[src/rtl/dift_tag_check_mc.sv]
// DIFT tag check unit: per-channel 2-operand tag policy, pending/overrun/count tracking,
// and a fixed-priority trap arbiter with a held request/acknowledge handshake.
module dift_tag_check_mc #(
   parameter int unsigned NUM_CH = 4,
   parameter int unsigned TAG_W  = 1,
   parameter int unsigned TYPE_W = 3,
   parameter int unsigned CNT_W  = 8,
   localparam int unsigned CH_W  = (NUM_CH > 1) ? $clog2(NUM_CH) : 1
) (
   input  logic                       clk,
   input  logic                       rst_n,
   input  logic                       clr_i,
   input  logic [NUM_CH-1:0]          ch_valid_i,
   input  logic [2*NUM_CH-1:0]        ch_mode_i,
   input  logic [NUM_CH*TAG_W-1:0]    ch_tag_a_i,
   input  logic [NUM_CH*TAG_W-1:0]    ch_tag_b_i,
   input  logic [NUM_CH*TYPE_W-1:0]   ch_type_i,
   output logic                       trap_o,
   output logic [CH_W-1:0]            trap_ch_o,
   output logic [TYPE_W-1:0]          trap_type_o,
   input  logic                       trap_ack_i,
   output logic [NUM_CH-1:0]          pend_o,
   output logic [NUM_CH-1:0]          ovr_o,
   output logic [NUM_CH*CNT_W-1:0]    cnt_o
);

   typedef enum logic [0:0] {StIdle, StTrap} state_e;

   state_e                  state_q;
   logic                    trap_q;
   logic [CH_W-1:0]         trap_ch_q;
   logic [TYPE_W-1:0]       trap_type_q;
   logic [NUM_CH-1:0]       chk, viol, req, ack_clr;
   logic [NUM_CH-1:0]       pend_d, pend_q, ovr_d, ovr_q;
   logic [NUM_CH*CNT_W-1:0] cnt_d, cnt_q;
   logic [CH_W-1:0]         gnt_idx;
   logic [TYPE_W-1:0]       gnt_type;
   logic                    gnt_vld;

   for (genvar c = 0; c < NUM_CH; c++) begin : g_check
      logic ta, tb;
      assign ta = |ch_tag_a_i[c*TAG_W +: TAG_W];
      assign tb = |ch_tag_b_i[c*TAG_W +: TAG_W];
      always_comb begin
         chk[c] = 1'b0;
         case (ch_mode_i[2*c +: 2])
            2'b01:   chk[c] = ta | tb;
            2'b10:   chk[c] = ta & tb;
            2'b11:   chk[c] = ta;
            default: chk[c] = 1'b0;
         endcase
      end
   end

   // A clear cycle discards any violation presented alongside it.
   assign viol = ch_valid_i & chk & {NUM_CH{~clr_i}};
   assign req  = pend_q | viol;

   always_comb begin
      gnt_idx  = '0;
      gnt_type = '0;
      gnt_vld  = 1'b0;
      for (int c = int'(NUM_CH) - 1; c >= 0; c--) begin
         if (req[c]) begin
            gnt_idx  = CH_W'(c);
            gnt_type = ch_type_i[c*TYPE_W +: TYPE_W];
            gnt_vld  = 1'b1;
         end
      end
   end

   always_comb begin
      ack_clr = '0;
      if (state_q == StTrap && trap_ack_i) ack_clr[trap_ch_q] = 1'b1;
   end

   // A violation in the ack cycle re-pends the channel rather than being lost.
   always_comb begin
      pend_d = (pend_q & ~ack_clr) | viol;
      ovr_d  = ovr_q | (viol & pend_q & ~ack_clr);
      cnt_d  = cnt_q;
      for (int unsigned c = 0; c < NUM_CH; c++) begin
         if (viol[c] && (cnt_q[c*CNT_W +: CNT_W] != {CNT_W{1'b1}})) begin
            cnt_d[c*CNT_W +: CNT_W] = cnt_q[c*CNT_W +: CNT_W] + CNT_W'(1);
         end
      end
      if (clr_i) begin
         pend_d = '0;
         ovr_d  = '0;
         cnt_d  = '0;
      end
   end

   always_ff @(posedge clk or negedge rst_n) begin
      if (!rst_n) begin
         pend_q <= '0;
         ovr_q  <= '0;
         cnt_q  <= '0;
      end else begin
         pend_q <= pend_d;
         ovr_q  <= ovr_d;
         cnt_q  <= cnt_d;
      end
   end

   always_ff @(posedge clk or negedge rst_n) begin
      if (!rst_n) begin
         state_q     <= StIdle;
         trap_q      <= 1'b0;
         trap_ch_q   <= '0;
         trap_type_q <= '0;
      end else if (clr_i) begin
         state_q <= StIdle;
         trap_q  <= 1'b0;
      end else begin
         unique case (state_q)
            StIdle: begin
               if (gnt_vld) begin
                  state_q     <= StTrap;
                  trap_q      <= 1'b1;
                  trap_ch_q   <= gnt_idx;
                  trap_type_q <= gnt_type;
               end
            end
            StTrap: begin
               if (trap_ack_i) begin
                  state_q <= StIdle;
                  trap_q  <= 1'b0;
               end
            end
            default: begin
               state_q <= StIdle;
               trap_q  <= 1'b0;
            end
         endcase
      end
   end

   assign trap_o      = trap_q;
   assign trap_ch_o   = trap_ch_q;
   assign trap_type_o = trap_type_q;
   assign pend_o      = pend_q;
   assign ovr_o       = ovr_q;
   assign cnt_o       = cnt_q;

endmodule

[config.mk]
export PLATFORM = sky130hd
export DESIGN_NAME = dift_tag_check_mc
export DESIGN_NICKNAME = d
export VERILOG_FILES = /design/src/rtl/dift_tag_check_mc.sv
export SDC_FILE = /design/constraint.sdc
export NUM_CORES = 1
export LEC_CHECK = 0
export BUFFER_PORTS_ARGS = -buffer_cell sky130_fd_sc_hd__clkbuf_2
export CELL_PAD_IN_SITES_DETAIL_PLACEMENT = 0
export CELL_PAD_IN_SITES_GLOBAL_PLACEMENT = 2
export CORE_MARGIN = 8
export CORE_UTILIZATION = 30
export CTS_CLUSTER_SIZE = 40
export DETAILED_ROUTE_END_ITERATION = 7
export PLACE_DENSITY = 0.87
export RECOVER_POWER = 100
export SLEW_MARGIN = 10
export SYNTH_ARGS = -nofsm -noshare
export SYNTH_HDL_FRONTEND = slang
export SYNTH_SLANG_ARGS = --single-unit
[constraint.sdc]
create_clock -name clk -period 2.25 [get_ports clk]
set_input_delay 0.3375 -clock clk [delete_from_list [all_inputs] [get_ports clk]]
set_output_delay 0.3375 -clock clk [all_outputs]
set_load 0.02 [all_outputs]
=== After elaboration in Yosys (flattened, before gate mapping) ===
Cells that the tools add are included.

* Register bits after elaboration: 47
* Input bits: 36
* Output and inout bits: 46
* Word-level logic and storage cells: 99

* Add/sub/neg operators: 4
* Magnitude comparators: 2
* Equality and inequality tests: 18
* Multiplexer cells: 34
* Bitwise operators: 19
* Reductions and logical operators: 12

{| class="wikitable"
|+ Operator list
! operator !! count
|-
| adder 8 x 1 -> 8 bit (second input constant) || 4
|-
| 2-to-1 mux 32 bit || 1
|-
| 2-to-1 mux 8 bit || 4
|-
| != test 8 bit (second input constant) || 4
|-
| bitwise AND 4 bit || 5
|-
| == test 2 bit (second input constant) || 8
|-
| 2-to-1 mux 3 bit || 4
|-
| 2-to-1 mux 4 bit || 3
|-
| bitwise OR 4 bit || 3
|-
| case mux 1 bit (3 select lines) || 4
|-
| 2-to-1 mux 1 bit || 11
|-
| == test 2 x 1 -> 1 bit (second input constant) || 4
|-
| 2-to-1 mux 2 bit || 4
|-
| nonzero test 2 bit || 4
|-
| logical AND 1 bit || 6
|-
| != test 3 bit (second input constant) || 2
|-
| bitwise AND 1 bit || 4
|-
| inverter 4 bit || 1
|-
| bitwise OR 1 bit || 4
|-
| case mux 1 bit (2 select lines) || 2
|-
| < comparator 2 x 3 -> 1 bit (second input constant) || 1
|-
| AND reduction 3 bit || 1
|-
| demux 1 bit (select 2 bit) || 1
|-
| greater-or-equal comparator 2 x 1 -> 1 bit (second input constant) || 1
|-
| other kinds (2) || 3
|}

=== Longest topological paths before layout ===
Gate-level depths: netlist of the first run.

* Depth in word-level cells: 12
* Mapped depth: 8

=== Least setup slack after synthesis of the first run ===
OpenSTA, ideal clock, no wires.

* Kind: reg2reg
* From: reg cnt_q[16], in the netlist cnt_o[16]
* To: reg cnt_q[22], in the netlist cnt_o[22]
* Data arrival time: 1777 ps
* Data required time: 2118 ps
* Slack: 341 ps
* Cell stages (with the launch flop): 8
* Buffers on the path: 0
* Path through: dfrtp_1 ha_1 and3_1 and3_1 a211oi_4 nand4_1 xor2_1 nor2_1

* Cells in the longest elaborated chain, start to end: 3
* Elaborated cells on any way between the ends: 6
* Classes of those cells: add/sub (1); eq/ne (1); mux (2); reduce/logical (2)

{| class="wikitable"
|+ Ends and longest elaborated chain
! what !! RTL line !! source
|-
| start, declared || 35 || <nowiki>logic [NUM_CH*CNT_W-1:0] cnt_d, cnt_q;</nowiki>
|-
| start signal, assigned || 102 || <nowiki>cnt_q <= cnt_d;</nowiki>
|-
| adder 8 x 1 -> 8 bit / != test 8 bit (equally long branches) || 84, 83 ||
|-
| 2-to-1 mux 8 bit / logical AND 1 bit (equally long branches) || 83 || <nowiki>if (viol[c] && (cnt_q[c*CNT_W +: CNT_W] != {CNT_W{1'b1}})) begin</nowiki>
|-
| 2-to-1 mux 32 bit / nonzero test 2 bit (equally long branches) || - ||
|}

Several ways; a longest one is shown, not always the timed one. The select of a mux whose other input is x is not followed.
A chain may end at the register's enable or synchronous reset.

=== Final worst setup path of the first run ===
* From: in clr_i
* To: reg trap_ch_q[1], in the netlist trap_ch_o[1]

* Cells in the longest elaborated chain, start to end: 8
* Elaborated cells on any way between the ends: 12
* Classes of those cells: mux (8); bitwise (3); reduce/logical (1)

{| class="wikitable"
|+ Ends and longest elaborated chain
! what !! RTL line !! source
|-
| start, declared || 12 || <nowiki>input logic clr_i,</nowiki>
|-
| inverter 1 bit (no source line) * || - ||
|-
| bitwise AND 4 bit || 56 || <nowiki>assign viol = ch_valid_i & chk & {NUM_CH{~clr_i}};</nowiki>
|-
| bitwise OR 4 bit || 57 || <nowiki>assign req = pend_q | viol;</nowiki>
|-
| 2-to-1 mux 1 bit (4 in a row) || 64 || <nowiki>if (req[c]) begin</nowiki>
|-
| AND reduction 3 bit (no source line) || - ||
|-
| end signal, assigned || 121 || <nowiki>trap_ch_q <= gnt_idx;</nowiki>
|-
| end, declared || 31 || <nowiki>logic [CH_W-1:0] trap_ch_q;</nowiki>
|}

Mark *: on every way between the ends. The rest lies on a longest branch, timed or not.

==> results of run 1 <==
## power by group through the flow
stage	Sequential, mW	Combinational (mW)	Clock, mW
after floorplan	1.03	0.179	0
after detailed placement	0.975	0.403	0
after global placement	0.974	0.399	0
after CTS	0.958	0.405	0.591
after global routing	0.966	0.406	0.625
final	0.956	0.365	0.566
## per-layer routing
metal | up-vias | wire length, µm | track usage, %
li1 | 1078 | - | -
met3 | 2 | 522 | 4.16
met2 | 57 | 3120 | 19.3
met1 | 1017 | 3160 | 14.6
met4 | 0 | 29 | 2.93
met5 | - | 0 | 0
## state kept, by name, summed over array words and instances, names as in the netlist
signal and cells:
trap_type_o 3, pend_o 4, cnt_o 32, trap_ch_o 2, ovr_o 4, state_q 1, trap_o 1
## through the flow
stage / utilization (%) / setup WS, ns / hold WS, ns / power, mW / cells
finish: 37.7 / 0.269 / 0.239 / 1.89 / 445
global placement: 37.9 / 0.314 / 0.352 / 1.37 / 437
floorplan: - / 0.341 / 0.0419 / 1.21 / 252
detailed placement: 37.9 / 0.228 / 0.366 / 1.38 / 437
global route: 37.7 / 0.0996 / 0.258 / 2.00 / 445
CTS: 39.2 / 0.277 / 0.0325 / 1.95 / 445
## kinds of logic after synthesis
group / after synthesis / share of synthesized area [%]
XOR/XNOR: 23 / 7.85
adder cells (fa/ha/maj): 4 / 1.95
flip-flops: 47 / 45.8
buffers and inverters: 13 / 2.29
AO/OA/AOI/OAI: 42 / 14.4
AND/OR/NAND/NOR: 117 / 25.2
multiplexers: 6 / 2.53
## cells in the final DEF (no fill, tap or decap), types with 3 or more instances in the layout
master	count
clkbuf_1	51
dfrtp_1	47
nor2_1	36
clkbuf_2	36
nand2_1	20
xor2_1	19
nand3_1	14
and3_1	12
nand4_1	10
a21oi_1	8
o21ai_0	7
clkbuf_8	7
a31oi_1	5
mux2i_1	5
nand3b_1	4
xnor2_1	4
ha_1	4
nor2b_1	3
inv_1	3
a311o_1	3
buf_4	3
## final cells by class
type | count | area, µm²
clock buffer | 8 | 100
tap | 105 | 131
inverter | 4 | 15.0
fill | 902 | 5150
multi-input combinational | 192 | 1300
sequential | 47 | 1180
timing repair buffer | 89 | 390
## critical path, delay by kind of cell
kind / cells / cell delay, ns
buffers and inverters: 3 / 0.94
AOI/OAI and AO/OA: 2 / 0.41
and+or+nand+nor: 2 / 0.47
## path summary, 6_finish.rpt
| check | startpoint | to | cells past startpoint |
|---|---|---|---|
| worst max-delay path | clr_i | trap_ch_o[1]$_DFFE_PN0P_ | 7 |
| worst max register to register | cnt_o[0]$_DFFE_PN0P_ | cnt_o[5]$_DFFE_PN0P_ | 7 |
| worst min register to register | trap_o$_DFFE_PN0P_ | trap_o$_DFFE_PN0P_ | 1 |
| min in group clk | ch_type_i[2] | trap_type_o[2]$_DFFE_PN0P_ | 3 |
| max in group asynchronous | rst_n | cnt_o[0]$_DFFE_PN0P_ | 2 |
| worst min-delay path | rst_n | ovr_o[0]$_DFF_PN0_ | 1 |
## synthesized netlist by cell type (3+ instances only)
cell type   n
dfrtp_1    47
a31oi_1     4
nand3_1    14
inv_1       3
o21ai_0     7
nor2_1     36
xor2_1     19
a21oi_1     8
nand2_1    20
a311o_1     3
xnor2_1     4
nor2b_1     3
mux2i_1     5
ha_1        4
and3_1     12
nand3b_1    4
nand4_1    10
clkbuf_1    6
==> results.md, run 1 <==
* Sw frac at between 30% and 40%
* First-pass GRT wire length at 11,100 µm
* Nets at ~380
* Worst path slowest cell: clkbuf_1
* ANT nets after route at 0
* Peak supply drop at 0.217 mV
* Synth cell types at 54
* Die ar. at between 0.01 and 0.015 mm²
* Clock root buffer: clkbuf_8
* ANT cells at 0
* RD Place Congestion at between 0.7 and 0.8
* Reg power frac at about 51%
* Die X at approximately 110 µm
* Clock skew at 0.0112 ns
* Placed Area at ~0.0031 mm²
* Most frequent cell on the critical path: clkbuf_2
* Least-Margin Pin Slew at 1.15 ns
* Critical Path Source Type: input port
* Hpwl dp at 5430 µm
* Worst Path Required at between 2 and 2.5 ns
* CTS Hold Bufs at 0
* P_int at approximately 1.3 mW
* Largest net degree at the start of global routing at 29
* Outcome: completed
* Max Freq at 0.505 GHz
* Yosys reg bits at 47
* Post-route setup TNS at 0 ns
* GRT Total Usage at 11.8%
* Top_reg_cell synth: dfrtp_1
* Synth-to-Final Area Change at 21.2%
* Post-cts sizing count at 0
* Via count at 2,154
* Drt wl/cell at 15.3 µm
* Design area at 0.00311 mm²
* Drt total wl at 6830 µm
* DRT iter0 DRCs at 45
* Clock Latency Late Sink at approximately 0.3 ns
* Clock slew seen by the registers of the worst setup and hold paths at approximately 0.090 ns
* CTS max path bufs at 2
* I/O pins at approximately 80
* Setup bufs post-CTS at 0
* CTS Buf Count at 5
* Arr. time, crit path at 2.17 ns
* Syn Area/Cell at 10.2 µm²
* P_sw at 0.571 mW
* CTS tree: yes
* RSZ-0062 raised after global routing: no
* Sequential cell area fraction in the yosys report at approximately 46%
* Hold crit path type: input port to async pin
* Async SR Flop Fraction at 100%
* Core Area at just over 0.008 mm²
* Worst R2R Setup Slack at around 0.28 ns
* Synth area leader: dfrtp_1
* Rows at 33
* Port Buffer Count at 81
* Finish-stage setup viols at 0
* Initial antenna violation count at 0
* Power per standard cell area at 606 mW/mm²
* Congestion Overflow GR at 0
* Ys Warns at 0
* Synth area leaders: dfrtp_1 (46%), xor2_1 (6.5%), nor2_1 (5.3%)
* Mapped cell area at about 0.0026 mm²
* Crit-path max cell delay at approximately 0.53 ns
* Die height at around 110 µm
* Clock power frac at 30.0%
* Post-synth EDFFs at 0
* Final Hold Violating Endpoints at 0
* Final slew viol count at 0
* Yosys top cell area share at between 40% and 50%
* Worst Path Class, Setup: input port to flip-flop
* Avg Vias per Cell at approximately 4.8
* Maximum fanout along the worst path at 14
* Slew margin rel. at 23.2%
* Initial Util at a little under a third
* Sink Count at 47
* Critical Path End Type: flip-flop
* Chain of cells forming the critical path: clkbuf_2 -> clkbuf_1 -> nor3b_2 -> nor3_2 -> a311oi_1 -> clkbuf_2 -> o32a_1
* First-pass detailed-route iteration total at 4
* Share of cells above drive strength 1 at a little under a fifth
* H-tree Lvls at 2
* Pleak at between 1 and 1.5 nW
* Final min period at 1.98 ns
* Fin crit share at around 88%
* Post-route DRC at 0
* Max Cap Viol at 0
* Post-synthesis cell count at 252
* Vias in the first global route at 2,303
* Comb pwr share at between 10% and 20%
* Syn nets at 292
Note: power is estimated with default switching activity, not from simulation.
==> run 2, diff against run 1 <==
Settings changed: ABC_AREA set to 1, CORE_UTILIZATION 30 to 28, PLACE_DENSITY 0.87 to 0.88.
==> run 2 against run 1 <==
Against the previous run: critical path depth rose by 1; combinational power rose by 6.6%; clock power fell by 4.1%; synthesized area rose by 4.8%; clock skew barely moved; cell area rose by 3.7%; register-to-register slack improved by 0.03 ns; first-iteration DRC count rose by 140%; highest routed layer unchanged.
==> results.md, run 2 <==
* Top delay family on crit path: compound AO/OA/AOI/OAI gates
* Sequential cell area fraction in the yosys report at 43.7%
* Clock slew seen by the registers of the worst setup and hold paths at roughly 0.09 ns
* Leading cell type in the layout, fill and taps excluded: nand2_1
* Max Cap Viol at 0
* Commonest cells in the netlist: nand2_1 (79), inv_1 (50), dfrtp_1 (47), nor2_1 (41), nand3_1 (26)
* Post-route DRC at 0
* Arr. time, crit path at 2.14 ns
* Clock skew at 0.0109 ns
* Most frequent cells in the layout: nand2_1 (81), inv_1 (51), clkbuf_1 (49)
* Largest net degree at the start of global routing at 28
* RSZ-0062 raised after global routing: no
* Initial Util at 29.0%
* Top_reg_cell synth: dfrtp_1
* Synth-to-Final Area Change at 19.9%
* Hpwl dp at ~5700 µm
* Hold crit path type: input port to async pin
* Syn nets at slightly below 400
* Worst Path Required at roughly 2.5 ns
* Maximum fanout along the worst path at 7
* Port Buffer Count at 81
* Least-Margin Pin Slew at ~1.2 ns
* Clock Latency Late Sink at around 0.30 ns
* RD Place Congestion at 0.804
* Crit-path max cell delay at approximately 0.52 ns
* CTS Hold Bufs at 0
* Share of cells above drive strength 1 at 14.4%
* Mapped cell area at 0.00269 mm²
* Critical Path End Type: flip-flop
* Via count at 2,489
* Slew margin rel. at 22.7%
* Final min period at approximately 2 ns
* I/O pins at 82
* Max Freq at approximately 0.51 GHz
* Crit. Startpoint: cnt_o[16]$_DFFE_PN0P_
* Layout fillers at between 1,000 and 1,500
* R2r worst-path depth at 8
* CTS max path bufs at 2
* Vias in the first global route at around 2,500
* GRT Total Usage at between 10 and 15%
* Tot Pwr at around 1.9 mW
* Congestion Overflow GR at 0
* Outcome: completed
* Yosys reg bits at 47
* Post-cts sizing count at 0
* Core Area at a little over 0.009 mm²
* Post-route setup TNS at 0 ns
* ANT cells at 0
* Storage cell area at about 0.0012 mm²
* Rows at 35
* Worst path slowest cell: o21ai_1
* ANT nets after route at 0
* CTS tree: yes
* Crit path buf inv count at 1
* Syn Area/Cell at 7.73 µm²
* Avg Vias per Cell at between 4 and 5
* Critical Path Source Type: flip-flop
* Die height at around 110 µm
* Initial antenna violation count at 0
* First-pass GRT wire length at about 12,000 µm
* Yosys top cell area share at between 40 and 50%
* Post-synthesis cell count at ~350
* Finish-stage setup viols at 0
* Clock root buffer: clkbuf_8
* Die ar. at about 0.013 mm²
* Drt wl/cell at about 13 µm
* Multi-input gate area at 0.00121 mm²
* Sink Count at 47
* Worst Path Class, Setup: flip-flop to flip-flop
* Setup bufs post-CTS at 0
* Final slew viol count at 0
* H-tree Lvls at 2
* Nets at about 480
* Drt total wl at 7150 µm
* CTS Buf Count at 5
* Top-count cell post-synth: nand2_1
* Synth area leader: dfrtp_1
* Post-synth EDFFs at 0
* Max reg flops at 32
* Power per standard cell area at 588 mW/mm²
* Pleak at 1.59 nW
* Reg2Reg Launch Point: cnt_o[16]$_DFFE_PN0P_
* Chain of cells forming the critical path: ha_1 -> nand3_2 -> nor2_4 -> nand2_2 -> o21ai_1 -> inv_4 -> a21oi_1 -> nor2_1
* Peak supply drop at roughly 0.28 mV
* DRT iter0 DRCs at around 110
* CP Depth at 8
* Synth area leaders: dfrtp_1 (44%), nand2_1 (11%), inv_1 (7.0%)
* Final Hold Violating Endpoints at 0
* Async SR Flop Fraction at between 90% and 100%
* Ys Warns at 0
* Die X at approximately 110 µm
* First-pass detailed-route iteration total at 4
* Synth cell types at 34
* Fin crit share at approximately 86%
-- run 2: routing by layer --
layer  vias to the layer above  share of wire (%)  global-route usage, %
li1                       1291                  -                      -
met5                         -                  0                      0
met4                         0               0.67                   2.66
met3                         5                6.7                   3.49
met2                        60                 46                   18.8
met1                      1133                 47                   13.8
-- run 2: final cells by class --
cell class,instances,share of cell area [%]
multi-input combinational,241,37.5
sequential,47,36.5
clock inverter,1,0.272
tap,129,5.00
timing repair buffer,86,11.7
clock buffer,7,2.68
inverter,54,6.36
-- run 2: worst paths after layout --
kind                                               to  slack, ns
max in group asynchronous       cnt_o[28]$_DFFE_PN0P_       0.70
min                             cnt_o[15]$_DFFE_PN0P_       0.25
max                             cnt_o[18]$_DFFE_PN0P_       0.31
max reg2reg                     cnt_o[18]$_DFFE_PN0P_       0.31
min reg2reg                        trap_o$_DFFE_PN0P_       0.50
min in group clk           trap_type_o[0]$_DFFE_PN0P_       0.39
-- run 2: through the flow --
| stage | cells | hold WS, ns | util (%) | area, µm² | setup WS, ns |
|---|---|---|---|---|---|
| finish | 565 | 0.247 | 34.7 | 3230 | 0.306 |
| global route | 565 | 0.344 | 34.7 | 3230 | 0.140 |
| CTS | 565 | 0.0387 | 36.2 | 3360 | 0.478 |
| detailed placement | 557 | 0.370 | 35.1 | 3260 | 0.423 |
| global placement | 557 | 0.374 | 35.1 | 3260 | 0.438 |
| floorplan | 348 | 0.0419 | - | 2690 | 0.642 |
-- run 2: cell families (layout without fill, tap and decap cells) --
family          count (synthesis)  in the layout  share of synthesized area (%)
compound gates                 56             56                           13.3
xor+xnor                        8              8                           2.60
fa+ha+maj                       4              4                           1.86
buf+inv                        60            148                           9.26
flops                          47             47                           43.7
simple gates                  173            173                           29.2
-- run 2: worst register-to-register path: stages (launching register included) --
cell and delay (ns):
dfrtp_1 0.45, ha_1 0.23, nand3_2 0.13, nor2_4 0.12, nand2_2 0.06, o21ai_1 0.52, inv_4 0.11, a21oi_1 0.16
nor2_1 0.06
-- run 2: power breakdown --
group | internal, mW | switching, mW | total (mW)
Clock | 0.252 | 0.291 | 0.543
Combinational | 0.120 | 0.269 | 0.389
Sequential | 0.905 | 0.0601 | 0.965
==> run 3, diff against run 2 <==
Clock period 2.25 ns to 2 ns, I/O delays scaled along.
==> run 3 against run 2 <==
Against the previous run: final cell count down 0.18%; first-iteration DRC count down 5.6%; power up 17%; highest routed layer unchanged; largest cell class unchanged.
==> results.md, run 3 (synthesized netlist as in run 2, its figures left out) <==
* Synth-to-Final Area Change at 20.8%
* Max Freq at between 0.5 and 0.6 GHz
* Finish-stage setup viols at 0
* CTS max path bufs at 2
* Drt total wl at approximately 7300 µm
* Congestion Overflow GR at 0
* Hold crit path type: input port to async pin
* ANT nets after route at 0
* First-pass GRT wire length at between 10,000 and 15,000 µm
* First-pass detailed-route iteration total at 4
* Die ar. at around 0.013 mm²
* Power per standard cell area at ~680 mW/mm²
* Vias in the first global route at 2,535
* Least-Margin Pin Slew at approximately 1.2 ns
* Post-route DRC at 0
* Worst R2R Setup Slack at 0.27 ns
* Most frequent cells in the layout: nand2_1 (81), inv_1 (51), clkbuf_1 (47), dfrtp_1 (47), nor2_1 (43)
* Tot Pwr at about 2.2 mW
* Fin cells at 564
* DRT iter0 DRCs at slightly above 100
* Final slew viol count at 0
* Clock root buffer: clkbuf_8
* Critical Path End Type: flip-flop
* Clock skew at 0.00279 ns
* Layout fillers at about 1,100
* Hpwl dp at between 5000 and 6000 µm
* Storage cell area at 0.00118 mm²
* Rows at 35
* Die height at roughly 110 µm
* Maximum fanout along the worst path at 6
* Leading cell type in the layout, fill and taps excluded: nand2_1
* DP Worst Slack at slightly below 0.3 ns
* Max reg flops at 32
* Final worst slack at 0.271 ns
* Final min period at 1.73 ns
* Post-cts sizing count at 0
* Arr. time, crit path at 1.90 ns
* Reg2reg end: cnt_o[30]$_DFFE_PN0P_
* Pleak at around 1.6 nW
* Final Hold Violating Endpoints at 0
* RSZ-0062 raised after global routing: no
* Peak supply drop at ~0.25 mV
* Max Cap Viol at 0
* Initial antenna violation count at 0
* Share of cells above drive strength 1 at about 16%
* Core Area at 0.00928 mm²
* CTS tree: yes
* GRT Total Usage at a little under an eighth
* CTS Hold Bufs at 0
* RD Place Congestion at ~0.8
* Post-route setup TNS at 0 ns
* R2r worst-path depth at 7
* Critical Path Source Type: flip-flop
* Worst Path Required at around 2.2 ns
* Initial Util at 29.0%
* ANT cells at 0
* Slew margin rel. at between 10% and 20%
* CTS Buf Count at 5
* Avg Vias per Cell at ~4.4
* I/O pins at around 80
* Largest net degree at the start of global routing at 48
* Multi-input gate area at 0.00122 mm²
* Die X at approximately 110 µm
* Placed instance count at 557
* Setup bufs post-CTS at 0
* Clock Latency Late Sink at a little under 0.3 ns
* H-tree Lvls at 2
* Worst Path Class, Setup: flip-flop to flip-flop
* Port Buffer Count at 81
* Reg2Reg Launch Point: cnt_o[24]$_DFFE_PN0P_
* Via count at 2,471
* Drt wl/cell at 12.9 µm
* Nets at between 400 and 500
* Fin crit share at between 80 and 90%
* Clock slew seen by the registers of the worst setup and hold paths at roughly 0.08 ns
* Outcome: completed
* Sink Count at 47
## run 3: changes by cell type in the layout (fill, tap and decap cells not counted), sizes merged
cell	change
clkbuf	-1
bufinv	+1
clkinv	-1
## run 3: how the worst max path moves through the flow
stage | depth (start not counted) | start | slack, ns | end
2_1_floorplan | 8 | cnt_o[17]$_DFFE_PN0P_ | 0.39 | cnt_o[18]$_DFFE_PN0P_
3_3_place_gp | 7 | cnt_o[0]$_DFFE_PN0P_ | 0.31 | cnt_o[5]$_DFFE_PN0P_
3_5_place_dp | 7 | clr_i | 0.29 | cnt_o[30]$_DFFE_PN0P_
4_1_cts | 7 | cnt_o[0]$_DFFE_PN0P_ | 0.30 | cnt_o[4]$_DFFE_PN0P_
5_1_grt | 8 | cnt_o[17]$_DFFE_PN0P_ | 0.1 | cnt_o[18]$_DFFE_PN0P_
6_report | 7 | cnt_o[24]$_DFFE_PN0P_ | 0.27 | cnt_o[30]$_DFFE_PN0P_
## run 3: worst max-delay path: stages (launching register included)
cell      delay, ns
dfrtp_1        0.41
ha_1           0.24
nand2_1        0.13
nor2_1         0.05
a21oi_1        0.31
inv_1          0.17
o21ai_1        0.20
a21boi_0       0.10
## run 3: stage by stage
stage	area, µm²	utilization [%]	hold slack, ns
floorplan	2690	-	0.00441
global route	3250	35.0	0.363
CTS	3350	36.1	0.125
finish	3250	35.0	0.338
global placement	3250	35.0	0.452
detailed placement	3250	35.0	0.453
## run 3: final cells by class
| cell class | instances | area share, % |
|---|---|---|
| inverters | 54 | 6.31 |
| flip-flops and latches | 47 | 36.2 |
| multi-input cells | 241 | 37.7 |
| clock buffers | 6 | 2.23 |
| repair buffers | 86 | 11.7 |
| well taps | 129 | 4.97 |
| clock inverters | 1 | 0.924 |
## run 3: power by group
| part | switching, mW | internal, mW | leakage, nW |
|---|---|---|---|
| clock | 0.317 | 0.367 | 0.0513 |
| sequential | 0.0674 | 1.02 | 0.636 |
| combinational | 0.309 | 0.136 | 0.914 |
| total | 0.694 | 1.52 | 1.60 |
## run 3: per-layer routing
| metal | vias to the layer above | part of all wire [%] | global-route usage [%] |
|---|---|---|---|
| met5 | - | 0 | 0 |
| met4 | 0 | 0.82 | 2.48 |
| met3 | 6 | 5.9 | 3.70 |
| met2 | 63 | 43 | 17.5 |
| met1 | 1119 | 50 | 15.3 |
| li1 | 1283 | - | - |
